File: src/rtl/x_buffer_ctrl.sv
// Sequencer for the 4-slot X row buffer: primes three rows, then alternates
// ALU shift passes with single-row reloads until the frame is exhausted.
module x_buffer_ctrl #(
   parameter int WORDS_PER_ROW  = 27,
   parameter int SHIFTS_PER_ROW = 8,
   parameter int NUM_ROWS       = 28,
   parameter int CNT_W          = 5
) (
   input  logic       clk,
   input  logic       rst,
   input  logic       start,
   input  logic       abort,
   input  logic       in_valid,
   output logic       in_ready,
   output logic       load_en,
   output logic       valid_input,
   output logic [1:0] row_counter,
   output logic       ALU_en,
   input  logic       alu_ready,
   output logic       busy,
   output logic       done,
   output logic [7:0] row_idx
);

   typedef enum logic [2:0] {IDLE, PRIME, COMPUTE, LOAD, FIN} state_t;

   localparam logic [CNT_W-1:0] LAST_BEAT  = CNT_W'(WORDS_PER_ROW - 1);
   localparam logic [CNT_W-1:0] LAST_SHIFT = CNT_W'(SHIFTS_PER_ROW - 1);
   localparam logic [7:0]       ROW_END    = 8'(NUM_ROWS);

   state_t           state, state_n;
   logic [CNT_W-1:0] beat_cnt, beat_n;
   logic [CNT_W-1:0] shift_cnt, shift_n;
   logic [7:0]       row_idx_n;
   logic [1:0]       row_counter_n;

   always_ff @(posedge clk or posedge rst) begin
      if (rst) begin
         state       <= IDLE;
         beat_cnt    <= '0;
         shift_cnt   <= '0;
         row_idx     <= '0;
         row_counter <= '0;
      end else begin
         state       <= state_n;
         beat_cnt    <= beat_n;
         shift_cnt   <= shift_n;
         row_idx     <= row_idx_n;
         row_counter <= row_counter_n;
      end
   end

   always_comb begin
      state_n       = state;
      beat_n        = beat_cnt;
      shift_n       = shift_cnt;
      row_idx_n     = row_idx;
      row_counter_n = row_counter;

      case (state)
         IDLE: begin
            if (start) begin
               state_n       = PRIME;
               row_counter_n = '0;
               row_idx_n     = '0;
               beat_n        = '0;
            end
         end
         PRIME, LOAD: begin
            if (in_valid) begin
               if (beat_cnt == LAST_BEAT) begin
                  beat_n    = '0;
                  row_idx_n = row_idx + 8'd1;
                  // Priming fills slots 0..2 before the first shift pass
                  if (state == LOAD || row_counter == 2'd2) begin
                     state_n = COMPUTE;
                  end else begin
                     row_counter_n = row_counter + 2'd1;
                  end
               end else begin
                  beat_n = beat_cnt + 1'b1;
               end
            end
         end
         COMPUTE: begin
            if (alu_ready) begin
               if (shift_cnt == LAST_SHIFT) begin
                  shift_n = '0;
                  if (row_idx == ROW_END) begin
                     state_n = FIN;
                  end else begin
                     state_n       = LOAD;
                     row_counter_n = row_counter + 2'd1;
                  end
               end else begin
                  shift_n = shift_cnt + 1'b1;
               end
            end
         end
         FIN:     state_n = IDLE;
         default: state_n = IDLE;
      endcase

      // Abort beats any transition; in IDLE it only suppresses a start
      if (abort) begin
         state_n = IDLE;
         if (state == IDLE) begin
            beat_n        = beat_cnt;
            shift_n       = shift_cnt;
            row_idx_n     = row_idx;
            row_counter_n = row_counter;
         end else begin
            beat_n        = '0;
            shift_n       = '0;
            row_idx_n     = '0;
            row_counter_n = '0;
         end
      end
   end

   assign in_ready    = (state == PRIME) || (state == LOAD);
   assign load_en     = in_ready;
   assign valid_input = in_valid && in_ready;
   assign ALU_en      = (state == COMPUTE) && alu_ready;
   assign busy        = (state != IDLE);
   assign done        = (state == FIN);

endmodule

File: config.mk
export PLATFORM = sky130hd
export DESIGN_NAME = x_buffer_ctrl
export DESIGN_NICKNAME = d
export VERILOG_FILES = /design/src/rtl/x_buffer_ctrl.sv
export SDC_FILE = /design/constraint.sdc
export NUM_CORES = 1
export LEC_CHECK = 0
export ABC_CLOCK_PERIOD_IN_PS = 1800
export CAP_MARGIN = 40
export CORE_ASPECT_RATIO = 1.25
export CORE_MARGIN = 1
export CORE_UTILIZATION = 44
export CTS_CLUSTER_DIAMETER = 40
export DETAILED_ROUTE_END_ITERATION = 12
export GPL_TIMING_DRIVEN = 0
export PLACE_DENSITY = 0.79
export SLEW_MARGIN = 20
export SYNTH_ARGS = -nofsm -noshare
export SYNTH_HDL_FRONTEND = slang
export SYNTH_SLANG_ARGS = --single-unit
File: constraint.sdc
create_clock -name clk -period 1.8 [get_ports clk]
set_input_delay 0.27 -clock clk [delete_from_list [all_inputs] [get_ports clk]]
set_output_delay 0.27 -clock clk [all_outputs]
set_load 0.05 [all_outputs]
# Word-level counts from Yosys, hierarchy flattened
# Cells that the tools add are included.
# word_totals
reg_bits	23
latchBits	0
ramBits	0
rom_bits	0
in_bits	6
output_inout_bits	16
wordCells	78
mem_count	0
# op_classes
n_addsub	4
n_mul	0
div_mod_pow	0
n_lt_le_gt_ge	0
n_eq_ne	18
shift	0
muxes	35
n_bitwise	0
reduce_logical	16
# ops
operator	count
2-to-1 mux 5 bit	9
2-to-1 mux 8 bit	5
2-to-1 mux 3 bit	8
!= test 3 bit, second input constant	8
2-to-1 mux 2 bit	9
one-hot mux 8 bit (2 select lines)	1
adder 5 x 1 -> 5 bit, second input constant	2
one-hot mux 5 bit (2 select lines)	1
one-hot mux 3 bit (3 select lines)	1
AND reduction 9 bit	1
adder 8 x 1 -> 8 bit, second input constant	1
equality test 8 x 5 -> 1 bit, second input constant	1
equality test 3 x 2 -> 1 bit, second input constant	2
one-hot mux 2 bit (3 select lines)	1
AND reduction 6 bit	1
nonzero test 3 bit	2
equality test 5 x 3 -> 1 bit, second input constant	1
equality test 5 bit, second input constant	1
AND reduction 5 bit	1
!= test 2 bit, second input constant	2
AND reduction 4 bit	1
nonzero test 2 bit	2
nonzero test 4 bit	1
equality test 3 x 1 -> 1 bit, second input constant	1
8 further kinds	10

# Longest topological paths before layout
# Gate-level depths: netlist of the first run.
# logic_depth
depth_word	7
mapped_depth	8
depth_no_buf	7

# Worst setup path before layout of the first run
# No wires, ideal clock.
# synth_timing
kind	flip-flop to flip-flop
startpoint	register state[0]
endpoint	register row_idx[6]
setup_time_ns	0.093
arrival_time_ns	1.736
required_time_ns	1.707
setup_slack_ns	-0.029
path_stages_with_launch	7
path_buffers	2
synth_period_minus_slack_ns	1.829
cell_sequence	dfrtp_1 > buf_4 > and2b_1 > nand2_1 > or2_1 > buf_6 > o31ai_2
# synth_between
elab_chain_len	4
word_cells_on_any_way	12
cone_classes	eq/ne: 6; mux: 2; reduce/logical: 4
# synth_rtl
element	line	rtl
start, declared	31	state_t state, state_n;
start signal, assigned	45	state <= state_n;
equality test 3 x 1 -> 1 bit or equality test 3 x 2 -> 1 bit (tied branches)	60	case (state)
OR reduction 2 bit	60	
!= test 3 bit (no source line) (tied with other cells)	--	
AND reduction 5 bit (no source line) or 2-to-1 mux 8 bit (tied branches)	--	
end signal, assigned	48	row_idx <= row_idx_n;
end, declared	22	output logic [7:0] row_idx
# Several ways; a longest one is shown, not always the timed one.
# A chain may end at the register's enable or synchronous reset.

# Final worst setup path of the first run
# layout_timing
startpoint	register beat_cnt[0]
endpoint	register row_idx[6]
# layout_between
elab_chain_len	3
# layout_rtl
element	line	rtl
start, declared	32	logic [CNT_W-1:0] beat_cnt, beat_n;
start signal, assigned	46	beat_cnt <= beat_n;
equality test 5 bit	71	if (beat_cnt == LAST_BEAT) begin
!= test 3 bit (no source line)	--	
AND reduction 5 bit (no source line)	--	
# No other way between the ends.

==> results.json, run 1 <==
{
  "first_global_vias": 1334,
  "ff2ff_path_depth": 8,
  "post-route-period-util_pct": 99.8,
  "clk_latency_ns": 0.27,
  "holdCritPathClass": "in -> async",
  "top_level_ports": 22,
  "rr_startpoint": "beat_cnt[0]$_DFFE_PP0P_",
  "dieArea_sq_um": 3570,
  "worst_setup_path_class": "reg -> reg",
  "netlist_top_cells_count": "sky130_fd_sc_hd__dfrtp_1, sky130_fd_sc_hd__nand3_1, sky130_fd_sc_hd__nand2_1, sky130_fd_sc_hd__nor2_1, sky130_fd_sc_hd__o21ai_0",
  "n_fill_cell": 274,
  "cts_root_buffer": "sky130_fd_sc_hd__clkbuf_8",
  "wirelength_mm": 3.69,
  "ys.warnings.count": 0,
  "clk_skew_ns": 0.00460,
  "die_w_um": 53.6,
  "run_status": "finished, final reports clean",
  "timing.critical_path.cells": "inv_2, ha_4, nand4b_1, nand2_1, o211ai_2, or2_1, buf_6, o31ai_4",
  "register_area_sq_um": 578,
  "max_slew_headroom_at_the_worst_pin_pct": 64.0,
  "p_seq_share_pct": 36.8,
  "mappedNetlistNets": 170,
  "final_report_max_slew_violation_count": 0,
  "initial_cell_density_of_the_core_pct": 45.9,
  "crit_fanout": 6,
  "cpLargestDelayFamily": "simple AND/OR/NAND/NOR gates",
  "report.final.hold_viol_count": 0,
  "ys_dominant_reg_cell": "sky130_fd_sc_hd__dfrtp_1",
  "power.density_cell_area_nw_per_um2": 823,
  "drv_cap": 0,
  "finish.cell_count_without_fillers": 228,
  "synth_top_area_cell": "sky130_fd_sc_hd__dfrtp_1",
  "final_nets": 204,
  "clkPwrFrac_pct": 20.2,
  "setup_viol": 0,
  "grt_remaining_overflow": 0,
  "detail-route-antenna-nets": 0,
  "antennaDiodeCount": 0,
  "post_synth_instance_area_sq_um": 1470,
  "clock_tree_from_tritoncts": "done",
  "placed_cells": 217,
  "power_frac_comb_pct": 43.0,
  "maximum_number_of_pins_on_one_net_before_global_route_repair": 14,
  "synth_top_cell_area_share_pct": 39.3,
  "synth_enable_flop_cells": 0,
  "worst-path-buf-inv": 2,
  "power.switching_fraction_pct": 39.1,
  "dr_total_vias": 1336,
  "via_per_inst": 5.86,
  "tightest_slew_ns": 0.540,
  "gate_count_post_synth": 158,
  "detailedRoute.firstPassIterationCount": 6,
  "synth_cell_types": 50,
  "core_area_sq_um": 3190,
  "cts.sink_count": 23,
  "cts-buffers-inserted": 3,
  "layout_min_cycle_time_ns": 1.80,
  "clk_pin_slew_ns": 0.08,
  "die_height_um": 66.5,
  "achievable-frequency_mhz": 557,
  "area_growth_pct": 33.0,
  "final.setup.tns_ns": 0,
  "h-tree-depth": 1,
  "rrSetupSlack_ns": 0.003,
  "power.static_leakage_nw": 0.935,
  "globalRouteTotalUtil_pct": 23.0,
  "fraction_of_final_layout_cells_sized_beyond_drive_strength_1_pct": 27.2,
  "synth_area_leaders": "sky130_fd_sc_hd__dfrtp_1, sky130_fd_sc_hd__ha_1, sky130_fd_sc_hd__nand3_1",
  "synthArstFlopShare_pct": 100,
  "worst-endpoint-arrival_ns": 1.98,
  "gp_congestion": 0.857,
  "netSwitchingPower_uw": 627,
  "ys_seq_elements": 23,
  "antenna_violations_before_repair": 0,
  "cp-end-kind": "register",
  "place.port_buffers": 21,
  "drc_errors": 0,
  "crit_path_top_delay_cell": "sky130_fd_sc_hd__dfrtp_1",
  "drt_first_iter_violations": 34,
  "crit-reg2reg-capture": "row_idx[6]$_DFFE_PP0P_",
  "post-synth-top-count-cell": "sky130_fd_sc_hd__dfrtp_1",
  "synth_seq_area_share_pct": 39.3,
  "dp_hpwl_mm": 2.62,
  "worstSetupStartpointType": "register",
  "avg_cell_area_syn_sq_um": 9.27,
  "p_int_uw": 976,
  "power.ir.vdd_worst_mv": 0.634,
  "grt_first_pass_wirelength_mm": 5.97,
  "total_area_of_multi_input_combinational_cells_sq_um": 892,
  "clk_buf_depth": 2,
  "setup_repair_after_global_routing_missed_its_margin": "true",
  "wl_per_cell_um": 16.2,
  "placement_rows": 23,
  "critPathMaxStageDelay_ns": 0.41,
  "postPlaceCellArea_sq_um": 1740,
  "ctsHoldBuffers": 0,
  "timing.critical_path.required_ns": 1.98,
  "final_design_area_no_fill_sq_um": 1950
}
metrics by stage:
stage / utilization, % / setup WS, ns / hold WS (ns) / total power [mW]
after CTS: 56.7 / 0.00141 / 0.352 / 1.53
after global placement: 54.0 / -0.401 / 0.500 / 1.17
final: 61.0 / 0.00345 / 0.340 / 1.60
after global routing: 61.0 / -0.0603 / 0.394 / 1.69
after floorplan: - / 0.0473 / 0.272 / 1.02
after detailed placement: 54.5 / -0.405 / 0.514 / 1.19
sequential cells by signal, indices dropped and copies added, names as in the netlist:
register     flops
row_idx          8
beat_cnt         5
shift_cnt        5
state            3
row_counter      2
what timing repair did:
action,in CTS,in global routing
gates cloned,0,0
resized for setup,34,33
pin swaps,1,10
setup endpoints to repair,21,24
buffers inserted,5,4
cells in the final DEF (no fill, tap or decap), types with 6 or more instances in the layout:
master,synthesis,routed
sky130_fd_sc_hd__buf_4,2,10
sky130_fd_sc_hd__clkdlybuf4s50_1,0,6
sky130_fd_sc_hd__dfrtp_1,23,21
sky130_fd_sc_hd__dlymetal6s2s_1,0,6
sky130_fd_sc_hd__inv_1,8,7
sky130_fd_sc_hd__nand2_1,14,14
sky130_fd_sc_hd__nand3_1,15,15
sky130_fd_sc_hd__nor2_1,11,9
sky130_fd_sc_hd__o21ai_0,10,7
sky130_fd_sc_hd__o21ai_1,4,7
layout make-up:
type | count | area share (%)
clock buffers | 3 | 2.12
clock inverters | 1 | 0.257
flip-flops and latches | 23 | 29.7
well taps | 37 | 2.38
inverters | 9 | 1.73
multi-input cells | 118 | 45.8
plain buffers | 7 | 3.66
repair buffers | 30 | 14.4
power by group through the flow:
stage / registers [mW] / clock network, mW / logic [mW]
2_1_floorplan: 0.629 / 0 / 0.391
3_3_place_gp: 0.595 / 0 / 0.572
3_5_place_dp: 0.598 / 0 / 0.592
4_1_cts: 0.585 / 0.331 / 0.616
5_1_grt: 0.594 / 0.353 / 0.746
6_report: 0.590 / 0.324 / 0.689
layer usage:
| layer | GRT usage [%] | part of all wire [%] |
|---|---|---|
| met5 | 0 | 0 |
| met1 | 28.3 | 41 |
| met2 | 40.3 | 55 |
| met3 | 3.20 | 3.7 |
| met4 | 7.24 | 0.73 |
how the worst max path moves through the flow:
| stage | cells past startpoint | start | slack [ns] | to |
|---|---|---|---|---|
| 2_1_floorplan | 8 | state[1]$_DFFE_PP0P_ | 0.05 | row_idx[6]$_DFFE_PP0P_ |
| 3_3_place_gp | 5 | alu_ready | -0.40 | ALU_en |
| 3_5_place_dp | 5 | alu_ready | -0.40 | ALU_en |
| 4_1_cts | 8 | beat_cnt[0]$_DFFE_PP0P_ | 0.001 | row_idx[3]$_DFFE_PP0P_ |
| 5_1_grt | 8 | beat_cnt[0]$_DFFE_PP0P_ | -0.06 | row_idx[3]$_DFFE_PP0P_ |
| 6_report | 8 | beat_cnt[0]$_DFFE_PP0P_ | 0.003 | row_idx[6]$_DFFE_PP0P_ |
logic make-up after synthesis:
| logic type | count (synthesis) | share of synthesized area, % |
|---|---|---|
| fa+ha+maj | 6 | 5.12 |
| mux | 2 | 1.45 |
| compound gates | 38 | 18.7 |
| simple gates | 68 | 26.4 |
| flops | 23 | 39.3 |
| buf+inv | 17 | 6.66 |
| xor+xnor | 4 | 2.39 |
No activity file was read; power rests on OpenSTA's default activity.
==> run 2, diff against run 1 <==
- ABC_CLOCK_PERIOD_IN_PS: 1800 -> 2000
- REMOVE_ABC_BUFFERS: not set -> 1
- clock period: 1.8 -> 2 ns (I/O delays scaled with it)
==> results.json, run 2 (synthesized netlist as in run 1, its figures left out) <==
{
  "cts-buffers-inserted": 3,
  "placement_rows": 23,
  "ctsHoldBuffers": 0,
  "detailedRoute.firstPassIterationCount": 4,
  "clk_buf_depth": 2,
  "cts_root_buffer": "sky130_fd_sc_hd__clkbuf_8",
  "die_height_um": 66.5,
  "layout_commonest_cell": "sky130_fd_sc_hd__dfrtp_1",
  "crit_fanout": 13,
  "power.static_leakage_nw": 0.732,
  "first_global_vias": 1258,
  "largest_register_ffs": 8,
  "timing.critical_path.required_ns": 1.70,
  "dr_total_vias": 1250,
  "wirelength_mm": 3.18,
  "largestRegisters": "row_idx (8), beat_cnt (5), shift_cnt (5)",
  "worst-endpoint-arrival_ns": 1.64,
  "report.final.hold_viol_count": 0,
  "n_fill_cell": 303,
  "detail-route-antenna-nets": 0,
  "layout.cells.most_common_list": "sky130_fd_sc_hd__dfrtp_1, sky130_fd_sc_hd__nand3_1, sky130_fd_sc_hd__clkdlybuf4s50_1, sky130_fd_sc_hd__nand2_1, sky130_fd_sc_hd__nor2_1",
  "drv_cap": 0,
  "gp_congestion": 0.864,
  "grt_first_pass_wirelength_mm": 5.48,
  "antennaDiodeCount": 0,
  "power.density_cell_area_nw_per_um2": 751,
  "post-route-period-util_pct": 96.8,
  "cts_setup_buffers": 0,
  "holdCritPathClass": "in -> async",
  "place.port_buffers": 21,
  "finish.cell_count_without_fillers": 213,
  "cp-end-kind": "primary output",
  "max_slew_headroom_at_the_worst_pin_pct": 60.8,
  "cts.sink_count": 23,
  "setup_viol": 0,
  "placed_cells": 209,
  "final.setup.tns_ns": 0,
  "layout_min_cycle_time_ns": 1.94,
  "largest-register": "row_idx",
  "timing.critical_path.cells": "and2b_1, and2_1, clkdlybuf4s15_2",
  "fraction_of_final_layout_cells_sized_beyond_drive_strength_1_pct": 16.5,
  "critPathMaxStageDelay_ns": 0.52,
  "final_report_max_slew_violation_count": 0,
  "tightest_slew_ns": 0.588,
  "via_per_inst": 5.87,
  "core_area_sq_um": 3190,
  "drt_first_iter_violations": 36,
  "run_status": "finished, final reports clean",
  "initial_cell_density_of_the_core_pct": 45.9,
  "h-tree-depth": 1,
  "clk_latency_ns": 0.26,
  "clk_skew_ns": 0.00477,
  "clk_pin_slew_ns": 0.09,
  "wl_per_cell_um": 14.9,
  "top_level_ports": 22,
  "setup_repair_after_global_routing_missed_its_margin": "false",
  "grt_remaining_overflow": 0,
  "crit_path_top_delay_cell": "sky130_fd_sc_hd__dfrtp_2",
  "die_w_um": 53.6,
  "globalRouteTotalUtil_pct": 20.6,
  "dp_hpwl_mm": 2.37,
  "maximum_number_of_pins_on_one_net_before_global_route_repair": 19,
  "achievable-frequency_mhz": 517,
  "final_nets": 189,
  "antenna_violations_before_repair": 0,
  "drc_errors": 0,
  "worst_setup_path_class": "reg -> out",
  "clock_tree_from_tritoncts": "done",
  "power.ir.vdd_worst_mv": 0.693,
  "worstSetupStartpointType": "register",
  "dieArea_sq_um": 3570,
  "area_growth_pct": 19.2
}
-- run 2: cell types whose count changed in the layout (fill, tap and decap cells not counted), moves of 5 or more --
cell	delta
sky130_fd_sc_hd__buf_4	-10
sky130_fd_sc_hd__clkdlybuf4s50_1	+8
sky130_fd_sc_hd__dlymetal6s2s_1	-6
sky130_fd_sc_hd__buf_6	-5
-- run 2: metrics by stage --
stage	hold WS, ns	area (sq um)	power, mW	util [%]	setup slack (ns)
after floorplan	0.302	1400	0.868	-	-0.245
after global placement	0.500	1660	0.999	51.9	-0.644
after detailed placement	0.504	1670	1.01	52.4	-0.661
after CTS	0.251	1740	1.30	54.4	0.000511
after global routing	0.263	1750	1.38	54.7	0.0173
final	0.246	1750	1.31	54.7	0.0650
-- run 2: what timing repair did --
action	4_1_cts	5_1_grt
resized for setup	21	6
setup endpoints to repair	17	14
pin swaps	0	0
-- run 2: report_power, final --
group / internal (mW) / total (mW) / switching, mW / leakage (nW)
Clock: 0.139 / 0.292 / 0.153 / 0.0255
Sequential: 0.492 / 0.546 / 0.0536 / 0.316
Combinational: 0.156 / 0.473 / 0.317 / 0.391
Total: 0.787 / 1.31 / 0.524 / 0.732
-- run 2: final cells by class --
cell class              count  area (sq um)  share of cell area, %
clock inverters             1          5.00                  0.287
multi-input cells         118           823                   47.1
clock buffers               3          41.3                   2.36
well taps                  37          46.3                   2.65
repair buffers             22           219                   12.5
inverters                   9          33.8                   1.93
flip-flops and latches     23           578                   33.1
-- run 2: metal layers --
layer  vias up  GRT usage (%)  wire length [um]
met1       612           25.1              1370
met5         -              0                 0
met2        36           36.1              1630
met4         0           5.92                31
met3         4           3.42               146
li1        598              -                 -
-- run 2: critical path, delay by kind of cell, from the launching register on --
| family | cells | cell delay, ns |
|---|---|---|
| buf+inv | 1 | 0.36 |
| flops | 1 | 0.52 |
| simple gates | 2 | 0.50 |
-- run 2: path summary, 6_finish.rpt --
check | depth (start not counted) | slack, ns | start | endpoint
min | 2 | 0.25 | rst | beat_cnt[4]$_DFFE_PP0P_
min in group clk | 1 | 0.52 | shift_cnt[3]$_DFFE_PP0P_ | shift_cnt[3]$_DFFE_PP0P_
max | 3 | 0.06 | state[2]$_DFFE_PP0P_ | valid_input
max reg2reg | 7 | 0.14 | beat_cnt[0]$_DFFE_PP0P_ | row_idx[6]$_DFFE_PP0P_
max in group asynchronous | 3 | 1.34 | rst | state[2]$_DFFE_PP0P_
min reg2reg | 1 | 0.52 | shift_cnt[3]$_DFFE_PP0P_ | shift_cnt[3]$_DFFE_PP0P_
==> run 3, diff against run 2 <==
- CTS_CLUSTER_DIAMETER: 40 -> 60
==> results of run 3 <==
No change in the layout: final DEF, timing and power equal those of run 2.
